===== src/rtl/uart_tx_pkg.sv =====
// Shared constants and helpers for the UART TX datapath.
// Parity encoding is used only when UART_SER_PARITY_EN is defined.
package uart_tx_pkg;

  localparam int DATA_WIDTH_DEF = 8;

  localparam logic PAR_EVEN = 1'b0;
  localparam logic PAR_ODD  = 1'b1;

  // Minimum bit-counter width able to index the last data bit.
  function automatic int cnt_width(input int data_width);
    return (data_width > 1) ? $clog2(data_width) : 1;
  endfunction

endpackage


===== src/rtl/uart_tx_parity_calc.sv =====
// Frame parity generator: XOR-reduces the parallel word and registers the
// result at load. Instantiated only when UART_SER_PARITY_EN is defined.
module uart_tx_parity_calc
  import uart_tx_pkg::*;
#(
  parameter int DATA_WIDTH = DATA_WIDTH_DEF
) (
  input  logic                  CLK,
  input  logic                  RST,
  input  logic                  load,
  input  logic [DATA_WIDTH-1:0] data,
  input  logic                  par_typ,
  output logic                  par_bit
);

  logic even_par;

  assign even_par = ^data;

  always_ff @(posedge CLK) begin
    if (RST) begin
      par_bit <= 1'b0;
    end else if (load) begin
      par_bit <= (par_typ == PAR_ODD) ? ~even_par : even_par;
    end
  end

endmodule


===== src/rtl/uart_tx_serializer.sv =====
// UART TX data serializer: captures a word while the link is idle and shifts
// it out LSB-first on ser_en. Optional parity port under UART_SER_PARITY_EN.
module uart_tx_serializer
  import uart_tx_pkg::*;
#(
  parameter int DATA_WIDTH = DATA_WIDTH_DEF,
  parameter int CNT_WIDTH  = 4
) (
  input  logic                  CLK,
  input  logic                  RST,
  input  logic [DATA_WIDTH-1:0] P_DATA,
  input  logic                  Data_Valid,
  input  logic                  busy,
  input  logic                  ser_en,
  output logic                  ser_data,
  output logic                  ser_done,
  output logic                  data_dropped
`ifdef UART_SER_PARITY_EN
  ,
  input  logic                  PAR_TYP,
  output logic                  par_bit
`endif
);

  localparam logic [CNT_WIDTH-1:0] LAST_BIT = CNT_WIDTH'(DATA_WIDTH - 1);

  logic [DATA_WIDTH-1:0] shift_reg;
  logic [CNT_WIDTH-1:0]  bit_cnt;
  logic                  loaded;
  logic                  load;

  assign load = Data_Valid && !busy;

  always_ff @(posedge CLK) begin
    // NOTE: non-blocking assignments so every register samples the pre-edge
    // value of the others, independent of statement order.
    if (RST) begin
      shift_reg    <= '0;
      bit_cnt      <= '0;
      loaded       <= 1'b0;
      data_dropped <= 1'b0;
    end else begin
      data_dropped <= Data_Valid && busy;
      if (load) begin
        shift_reg <= P_DATA;
        bit_cnt   <= '0;
        loaded    <= 1'b1;
      end else if (ser_en && loaded && (bit_cnt < LAST_BIT)) begin
        // Counter saturates on the last bit so it stays on the line.
        shift_reg <= shift_reg >> 1;
        bit_cnt   <= bit_cnt + 1'b1;
      end
    end
  end

  assign ser_data = shift_reg[0];
  assign ser_done = loaded && (bit_cnt == LAST_BIT);

`ifdef UART_SER_PARITY_EN
  uart_tx_parity_calc #(
    .DATA_WIDTH (DATA_WIDTH)
  ) u_parity (
    .CLK     (CLK),
    .RST     (RST),
    .load    (load),
    .data    (P_DATA),
    .par_typ (PAR_TYP),
    .par_bit (par_bit)
  );
`endif

endmodule


===== config.mk =====
export PLATFORM = sky130hd
export DESIGN_NAME = uart_tx_serializer
export DESIGN_NICKNAME = d
export VERILOG_FILES = /design/src/rtl/uart_tx_pkg.sv /design/src/rtl/uart_tx_parity_calc.sv /design/src/rtl/uart_tx_serializer.sv
export SDC_FILE = /design/constraint.sdc
export NUM_CORES = 1
export LEC_CHECK = 0
export ABC_CLOCK_PERIOD_IN_PS = 2400
export BUFFER_PORTS_ARGS = -buffer_cell sky130_fd_sc_hd__buf_2
export CAP_MARGIN = 15
export CORE_UTILIZATION = 38
export CTS_BUF_LIST = sky130_fd_sc_hd__clkbuf_8
export DETAILED_ROUTE_END_ITERATION = 6
export PLACE_DENSITY = 0.6
export REMOVE_ABC_BUFFERS = 1
export SYNTH_ARGS = -nofsm -noshare
export SYNTH_HDL_FRONTEND = slang
export SYNTH_SLANG_ARGS = --single-unit

===== constraint.sdc =====
create_clock -name CLK -period 2.4 [get_ports CLK]
set_clock_uncertainty 0.15 [all_clocks]
set_input_delay 0.48 -clock CLK [delete_from_list [all_inputs] [get_ports CLK]]
set_output_delay 0.48 -clock CLK [all_outputs]
set_load 0.01 [all_outputs]

# After elaboration in Yosys (flattened, before gate mapping)

Cells that the tools add are included.

Bits in registers: 14
Word-level logic and storage cells: 17
Input port bits: 13

Muxes and demuxes: 2
Equal/unequal tests: 1
Reduce and logical (&&, ||, !) cells: 8
Order comparisons: 1
Add/sub/neg operators: 1

Operators by type and width:

| kind                                                       | number |
|---|---|
| two-way mux 8 bit                                          | 2 |
| logical AND 1 bit                                          | 5 |
| adder 4 x 1 -> 4 bit, second input constant                | 1 |
| equality test 4 x 3 -> 1 bit, second input constant        | 1 |
| less-than comparator 4 x 3 -> 1 bit, second input constant | 1 |
| nonzero test 2 bit                                         | 1 |
| OR reduction 2 bit                                         | 1 |
| zero test 1 bit                                            | 1 |

# Longest topological paths before layout

Gate-level depths: netlist (run 1).

Word-level depth: 4
Depth in mapped cells: 5
Gate-level depth less buffers: 4

# Worst setup path after synthesis (run 1)

OpenSTA, ideal clock, no wires.

Path type: reg-to-output
Start point: reg bit_cnt[3]
End point: out ser_done
Data required time: 1770 ps
Setup slack: 920 ps
Arrival time: 850 ps
Buffers on the path: 1
Cell stages (with the launch flop): 4
Path through: dfxtp_1 -> and2b_1 -> buf_4 -> and3_2

Word-level cells in the longest chain between the ends: 2

RTL lines:

| element                      | line                     | text |
|---|---|---|
| start: declaration           | uart_tx_serializer.sv:28 | `logic [CNT_WIDTH-1:0] bit_cnt;` |
| start signal: assignment     | uart_tx_serializer.sv:51 | `bit_cnt <= bit_cnt + 1'b1;` |
| equality test 4 x 3 -> 1 bit | uart_tx_serializer.sv:57 | `assign ser_done = loaded && (bit_cnt == LAST_BIT);` |
| logical AND 1 bit            | uart_tx_serializer.sv:57 |  |
| end: declaration             | uart_tx_serializer.sv:16 | `output logic ser_done,` |

No other way between the ends.

# Worst setup path in the final report (run 1)

Start point: reg loaded
End point: out ser_done

Word-level cells in the longest chain between the ends: 1

RTL lines:

| element                  | line                     | text |
|---|---|---|
| start: declaration       | uart_tx_serializer.sv:29 | `logic loaded;` |
| start signal: assignment | uart_tx_serializer.sv:40 | `loaded <= 1'b0;` |
| start signal: assignment | uart_tx_serializer.sv:47 | `loaded <= 1'b1;` |
| logical AND 1 bit        | uart_tx_serializer.sv:57 |  |

No other way between the ends.

==> results of run 1 <==
[worst max-delay path: stages (launching register included)]
cell and delay, ps:
dfxtp_1 370, and2b_1 350, and3_2 220, buf_2 120
[power by group through the flow]
stage	clock network (mW)	registers, mW	logic (mW)
2_1_floorplan	0	0.256	0.0425
5_1_grt	0.255	0.254	0.0745
4_1_cts	0.239	0.252	0.0680
3_3_place_gp	0	0.257	0.0665
6_report	0.236	0.252	0.0675
3_5_place_dp	0	0.257	0.0674
[cells by family after synthesis]
kind of cell | count (synthesis) | share of synthesized area (%)
buf+inv | 6 | 6.71
flops | 14 | 38.6
fa+ha+maj | 1 | 1.72
compound gates | 24 | 33.0
simple gates | 30 | 20.0
[through the flow]
stage | setup WS (ps) | utilization [%] | power, mW | area, sq um
4_1_cts | 457 | 48.0 | 0.559 | 847
6_report | 456 | 48.0 | 0.556 | 847
3_5_place_dp | 679 | 44.9 | 0.325 | 792
2_1_floorplan | 845 | - | 0.299 | 678
3_3_place_gp | 737 | 44.9 | 0.323 | 792
5_1_grt | 351 | 48.0 | 0.584 | 847
[area by class of cell]
cell class	count	area, sq um
timing repair buffer	16	82.6
sequential	14	280
multi-input combinational	55	398
fill	194	917
clock buffer	4	55.1
tap	25	31.3
[cell usage after synthesis]
cell type	instances	area share, %
or3_1	1	0.86
o21ai_0	2	1.4
nand3_1	8	5.5
and2b_1	1	1.0
clkbuf_1	1	0.52
buf_4	3	3.1
and3_1	1	0.86
dfxtp_1	14	39
a311oi_2	7	14
a21oi_1	3	2.1
nand2b_1	3	2.6
a31oi_1	2	1.7
nor2_1	12	6.2
nor2b_1	1	0.86
nand2_1	2	1.0
buf_6	2	3.1
ha_1	1	1.7
and3_2	1	1.0
o211ai_1	1	1.0
a21bo_1	1	1.4
o21ai_2	7	8.4
a21boi_4	1	2.6
[routing by layer]
metal	track usage [%]	up-vias	part of all wire, %
met2	26.6	16	46
met5	0	-	0
li1	-	305	-
met4	9.41	0	2.2
met1	20.1	282	46
met3	4.76	5	5.3
[layout by cell type (no fill, tap or decap)]
| master | count |
|---|---|
| a21bo_1 | 1 |
| a21boi_4 | 1 |
| a21oi_1 | 3 |
| a311oi_2 | 7 |
| a31oi_1 | 2 |
| and2b_1 | 1 |
| and3_1 | 1 |
| and3_2 | 1 |
| buf_2 | 15 |
| buf_4 | 1 |
| clkbuf_8 | 4 |
| dfxtp_1 | 14 |
| ha_1 | 1 |
| nand2_1 | 2 |
| nand2b_1 | 3 |
| nand3_1 | 8 |
| nor2_1 | 12 |
| nor2b_1 | 1 |
| o211ai_1 | 1 |
| o21ai_0 | 2 |
| o21ai_2 | 7 |
| or3_1 | 1 |
[worst paths after layout]
path	from	to	slack [ps]	cells past startpoint
worst min-delay path	P_DATA[7]	shift_reg[7]$_SDFFE_PP0P_	320	3
worst max register to register	bit_cnt[0]$_SDFFE_PP0P_	bit_cnt[0]$_SDFFE_PP0P_	710	4
worst max-delay path	loaded$_SDFFE_PP0P_	ser_done	460	3
worst min register to register	bit_cnt[3]$_SDFFE_PP0P_	bit_cnt[3]$_SDFFE_PP0P_	330	2
==> impl_metrics.ini, run 1 <==
[run_status]
status = completed

[route]
drt-initial-drc-count = 23
drc = 0
wire_per_inst_um = 12.5
via_per_inst = 5.33
wirelength_um = 1430
dr.pass1.iters = 4
vias = 608
drtAntennaViolNets = 0

[yosys]
ys_types = 22
syn_area_per_cell_sq_um = 9.69
seq_area_frac_synth_pct = 38.6
synth_area_sq_um = 727
syn_inst = 75
yosys_warnings = 0
ys_seq_elements = 14

[sta]
rsz0062_at_grt = false
final_max_slew_viol_count = 0
finalCriticalPeriod_ps = 1940
setup_violations = 0
fmax_mhz = 514
fin_tns_setup_ps = 0
fin_crit_sh_pct = 81.0
relSlewSlack_pct = 64.7
worst_pin_slew_ps = 529
worst_hold_slack_ps = 324
finalHoldViolCount = 0

[cts]
cts_hold_buffers = 0
cts_max_level = 1
cts.sinks = 14
cts_buffer_depth = 2
clkTransAtPathRegs_ps = 60
cts_buffers = 3
clk_latency_ps = 250
clockRootBuffer = clkbuf_8
cts_resized = 0
cts_tree = yes
post-cts-setup-buffers = 0

[worst_setup_path]
crit_arrival_ps = 1310
worstPathMaxFanout = 10
worstPathRequired_ps = 1770
timing_worst_setup_path_type = flop to output pin
cp-start-kind = flop
endpoint_kind = output pin

[pwr]
peakVddDrop_v = 0.000305
power_frac_clock_pct = 42.5
p_sw_uw = 138
internal_power_uw = 419
pwr_density_cell_mw_per_mm2 = 656
leakagePower_nw = 0.327
pwr-share-seq_pct = 45.3
switching_share_pct = 24.7
p_comb_share_pct = 12.1

[global_route]
gr-total-overflow = 0
antenna_found_initial = 0
grt_pass1_vias = 576
grt_max_degree = 12
grt_pass1_wl_um = 2470
track_usage_pct = 16.7

[flow_run]
cap_violations = 0

[placed_design]
dpl.hpwl_um = 968
place.gp.congestion = 0.742
dp.cells = 110
io_buffers = 15

[finish]
layout-drive-gt1-share_pct = 40.4
area_delta_synth_final_pct = 16.5
nNetsFinal = 104
antenna_cells = 0
largest_reg_flops = 8
fin_cells = 114

[floorplanning]
pin_count = 16
die_area_sq_mm = 0.00209
rows = 15
initial_utilization_pct = 41.2
core_sq_mm = 0.00176
die_h_um = 45.7
chipWidth_um = 45.7

[min_path]
min_path_type = input pin to flop
(Power assumes the default switching activity.)
==> run 2: changes to the inputs <==
- ABC_AREA: not set -> 1
- ABC_CLOCK_PERIOD_IN_PS: 2400 -> 1900
- PLACE_DENSITY: 0.6 -> 0.61
- clock period: 2.4 -> 1.9 ns (I/O delays scaled with it)
==> run 2 against run 1 <==
Effect of this change: the flow now finishes with violations (design-rule violations); sequential power increased by 23%; non-clock buffer count decreased by 1; power is 20% higher; sequential share of layout area increased by 2.5 points; combinational power down 2%; via count rose by 0.66%; critical path depth up 1; worst hold slack got worse by 77 ps; synthesized cell count rose by 27%; area after synthesis down 8.6%; critical path type unchanged; critical endpoint unchanged; largest power group unchanged.
==> impl_metrics.ini, run 2 <==
[run_status]
status = finished, violations left
violations = design-rule violations

[finish]
largest_reg_flops = 8
multi_input_area_sq_um = 320
layout-drive-gt1-share_pct = 23.4
nNetsFinal = 126
layout_common_cells = 32 x nand2_1, 15 x buf_2, 14 x dfxtp_1, 10 x nand3_1, 9 x a21oi_1
antenna_cells = 0
area_delta_synth_final_pct = 18.6
final_common_cell = nand2_1
n_fill_cell = 170
regArea_sq_um = 280

[global_route]
grt_pass1_wl_um = 2170
antenna_found_initial = 0
track_usage_pct = 15.9
grt_pass1_vias = 520
gr-total-overflow = 0
grt_max_degree = 19

[route]
drt-initial-drc-count = 7
vias = 612
dr.pass1.iters = 6
drtAntennaViolNets = 0
wire_per_inst_um = 10.1
via_per_inst = 4.82
wirelength_um = 1280
drc = 2

[cts]
clkTransAtPathRegs_ps = 60
cts.sinks = 14
cts_buffer_depth = 2
cts_tree = yes
post-cts-setup-buffers = 0
clk_latency_ps = 240
clockRootBuffer = clkbuf_8
cts_hold_buffers = 0
cts_buffers = 3
cts_resized = 0
cts_max_level = 1

[sta]
worst_pin_slew_ps = 234
fin_tns_setup_ps = 0
relSlewSlack_pct = 84.4
fmax_mhz = 602
fin_crit_sh_pct = 87.5
setup_violations = 0
final_max_slew_viol_count = 0
finalCriticalPeriod_ps = 1660
finalHoldViolCount = 0
rsz0062_at_grt = false

[pwr]
leakagePower_nw = 0.380
total_power_uw = 666
peakVddDrop_v = 0.000441
pwr_density_cell_mw_per_mm2 = 845

[worst_setup_path]
endpoint_kind = output pin
worstPathMaxFanout = 4
crit_arrival_ps = 1130
timing_worst_setup_path_type = flop to output pin
worstPathRequired_ps = 1370
cp-start-kind = flop

[floorplanning]
die_area_sq_mm = 0.00192
chipWidth_um = 43.8
pin_count = 16
core_sq_mm = 0.00158
die_h_um = 43.8
rows = 14
initial_utilization_pct = 42.1

[yosys]
syn_inst = 95
ys_top_cells_by_area = dfxtp_1 42%, nand2_1 18%, nand3_1 7.5%, a21oi_1 6.8%, inv_1 4.5%
ys_types = 18
synth_edf_count = 0
yosysTopAreaCell = dfxtp_1
synth_commonest_cells = 32 x nand2_1, 14 x dfxtp_1, 10 x nand3_1, 9 x a21oi_1, 8 x inv_1
ys_seq_elements = 14
yosysMostFrequentCell = nand2_1
yosys_warnings = 0
synth_area_sq_um = 664
syn_area_per_cell_sq_um = 6.99
seq_area_frac_synth_pct = 42.2
ys_async_sr_fraction_pct = 0
synth_ff_type = dfxtp_1
yosys.area.top_type_share_pct = 42.2

[placed_design]
io_buffers = 15
place.gp.congestion = 0.738
dpl.hpwl_um = 926

[flow_run]
cap_violations = 0

[min_path]
min_path_type = input pin to flop
## run 2: cell count changes after synthesis, sizes merged, moves of 2 or more
cell and delta:
buf -3, a21oi +7, o21ai -6, a311oi -7, nor2 -5, nand3 +2
inv +10, nand2 +33, a31oi -2, and3 -2, nand2b -3
## run 2: kinds of logic (layout without fill, tap and decap cells)
group                      Yosys count  in the layout  share of synthesized area (%)
and+or+nand+nor                     54             54                           36.0
DFF                                 14             14                           42.2
AOI/OAI and AO/OA                   13             13                           10.4
buffers and inverters               13             29                           9.60
adders and majority gates            1              1                           1.88
## run 2: worst paths after layout
check	startpoint	cells past startpoint	endpoint	slack, ps
worst max-delay path	bit_cnt[0]$_SDFFE_PP0P_	4	ser_done	240
worst max register to register	bit_cnt[0]$_SDFFE_PP0P_	6	shift_reg[6]$_SDFFE_PP0P_	390
worst min register to register	shift_reg[0]$_SDFFE_PP0P_	2	shift_reg[0]$_SDFFE_PP0P_	330
worst min-delay path	P_DATA[7]	3	shift_reg[7]$_SDFFE_PP0P_	250
## run 2: power by group
group / leakage, nW / switching (mW) / internal [mW]
logic: 0.237 / 0.0409 / 0.0251
clock network: 0.0288 / 0.108 / 0.183
registers: 0.114 / 0.00572 / 0.303
## run 2: cell type report
type,count,share of cell area [%]
clock buffer,4,6.98
inverter,10,4.76
multi-input combinational,68,40.6
sequential,14,35.6
tap,16,2.54
timing repair buffer,15,9.52
## run 2: worst max-delay path, cell delays in order (launching register included)
cell and delay (ps):
dfxtp_1 370, ha_1 180, nand3_1 110, nor2_1 100
buf_2 130
## run 2: per-layer routing
| metal | track usage, % | routed length, um | vias to the layer above |
|---|---|---|---|
| li1 | - | - | 330 |
| met4 | 11.3 | 33 | 0 |
| met1 | 20.2 | 662 | 263 |
| met5 | 0 | 0 | - |
| met2 | 23.6 | 525 | 15 |
| met3 | 3.75 | 59 | 4 |
## run 2: stage by stage
stage          worst slack, ps  cells  hold slack (ps)  cell area (sq um)  utilization (%)
2_1_floorplan              571     92              291                638                -
4_1_cts                    233    127              249                788             50.0
6_report                   238    127              247                788             50.0
5_1_grt                    135    127              250                788             50.0
3_5_place_dp               403    123              328                733             46.5
3_3_place_gp               428    123              311                733             46.5
==> run 3: changes to the inputs <==
- SETUP_SLACK_MARGIN: not set -> 0.3
==> run 3 against run 2 <==
Effect of this change: the flow still finishes with violations (design-rule violations); first-iteration DRC count is the same; final area is 4.8% higher; maximum frequency grew 5.8%; highest routed layer unchanged.
==> impl_metrics.ini, run 3 (synthesis gave the netlist of run 2 again) <==
[run_status]
status = finished, violations left
violations = design-rule violations

[cts]
cts.sinks = 14
clockRootBuffer = clkbuf_8
cts_buffers = 3
cts_hold_buffers = 0
clkTransAtPathRegs_ps = 60
cts_max_level = 1
clk_latency_ps = 240
cts_tree = yes
cts_buffer_depth = 2

[sta]
finalHoldViolCount = 0
finalCriticalPeriod_ps = 1570
worst_pin_slew_ps = 231
final_max_slew_viol_count = 0
relSlewSlack_pct = 84.5
fin_tns_setup_ps = 0
setup_violations = 0
rsz0062_at_grt = true
fmax_mhz = 636
worst_hold_slack_ps = 247
fin_crit_sh_pct = 82.7

[floorplanning]
chipWidth_um = 43.8
initial_utilization_pct = 42.1
core_sq_mm = 0.00158
rows = 14
die_area_sq_mm = 0.00192
die_h_um = 43.8
pin_count = 16

[worst_setup_path]
crit_arrival_ps = 1040
worstPathMaxFanout = 2
cp.buffers_inverters = 1
timing_worst_setup_path_type = flop to output pin
worstPathRequired_ps = 1370
crit_path_max_incr_delay_ps = 360
cp_cell_sequence = ha_4 > nand3_2 > nor2_1 > buf_2
cp-start-kind = flop
crit_slowest_cell = dfxtp_4
critical_path.top_delay_family = flip-flops
endpoint_kind = output pin

[global_route]
grt_pass1_wl_um = 2240
grt_pass1_vias = 530
grt_max_degree = 19
antenna_found_initial = 0
gr-total-overflow = 0
track_usage_pct = 16.4

[route]
vias = 620
drtAntennaViolNets = 0
dr.pass1.iters = 5
via_per_inst = 4.81
drc = 2
wirelength_um = 1350
drt-initial-drc-count = 7
wire_per_inst_um = 10.4

[placed_design]
dp.cells = 123
placed_cell_area_sq_um = 733
place.gp.congestion = 0.738
dpl.hpwl_um = 926
io_buffers = 15

[finish]
layout_common_cells = 32 x nand2_1, 15 x buf_2, 12 x dfxtp_1, 9 x a21oi_1, 9 x nand3_1
n_fill_cell = 170
final_area_sq_um = 826
layout-drive-gt1-share_pct = 28.3
antenna_cells = 0
largest_reg_flops = 8
final_core_util_pct = 52.4
nNetsFinal = 128
fin_cells = 129
final_common_cell = nand2_1
area_delta_synth_final_pct = 24.3

[pwr]
pwr-share-seq_pct = 46.2
p_comb_share_pct = 10.4
switching_share_pct = 23.2
internal_power_uw = 514
power_frac_clock_pct = 43.4
pwr_density_cell_mw_per_mm2 = 810
p_sw_uw = 155
peakVddDrop_v = 0.000432
leakagePower_nw = 0.389

[flow_run]
cap_violations = 0

[min_path]
min_path_type = input pin to flop
[run 3: cell types whose count changed in the layout (fill, tap and decap cells not counted)]
cell | before | now
ha_4 | 0 | 1
buf_4 | 0 | 2
dfxtp_4 | 0 | 1
nand3_1 | 10 | 9
dfxtp_1 | 14 | 12
nand3_2 | 0 | 1
ha_1 | 1 | 0
dfxtp_2 | 0 | 1
[run 3: through the flow]
stage / worst slack [ps] / power [mW]
2_1_floorplan: 571 / 0.354
3_3_place_gp: 428 / 0.381
3_5_place_dp: 403 / 0.382
4_1_cts: 330 / 0.674
5_1_grt: 262 / 0.702
6_report: 329 / 0.669
[run 3: tightest hold or removal path: cells and delay by family]
kind / cells / cell delay (ps)
buf+inv: 1 / 100
compound gates: 1 / 60
simple gates: 1 / 60
[run 3: final timing paths]
kind,startpoint,endpoint,slack [ps],depth (start not counted)
max,bit_cnt[1]$_SDFFE_PP0P_,ser_done,330,4
min,P_DATA[7],shift_reg[7]$_SDFFE_PP0P_,250,3
max reg2reg,bit_cnt[1]$_SDFFE_PP0P_,shift_reg[6]$_SDFFE_PP0P_,500,6
min reg2reg,shift_reg[0]$_SDFFE_PP0P_,shift_reg[0]$_SDFFE_PP0P_,330,2
[run 3: cell type report]
cell class                      instances  area (sq um)  share of cell area (%)
Multi-Input combinational cell         68           338                    40.9
Sequential cell                        14           285                    34.5
Timing Repair Buffer                   17          90.1                    10.9
Clock buffer                            4          55.1                    6.67
Inverter                               10          37.5                    4.55
Tap cell                               16          20.0                    2.42
[run 3: what timing repair did]
action / 4_1_cts / 5_1_grt
endpoints found under the setup margin: 1 / 1
setup buffers: 1 / 1
pin swaps: 0 / 3
gates resized for setup: 5 / 1
[run 3: power by group through the flow]
stage               Clock [mW]  Sequential [mW]  Combinational (mW)
floorplan                    0            0.315              0.0387
global placement             0            0.315              0.0654
detailed placement           0            0.315              0.0665
CTS                      0.295            0.310              0.0690
global route             0.312            0.310              0.0793
finish                   0.290            0.309              0.0698
[run 3: metal layers]
layer / GRT usage (%) / wire [um] / up-vias
met5: 0 / 0 / -
met4: 11.3 / 33 / 0
met3: 3.75 / 56 / 4
met2: 24.2 / 551 / 15
met1: 21.2 / 704 / 265
li1: - / - / 336
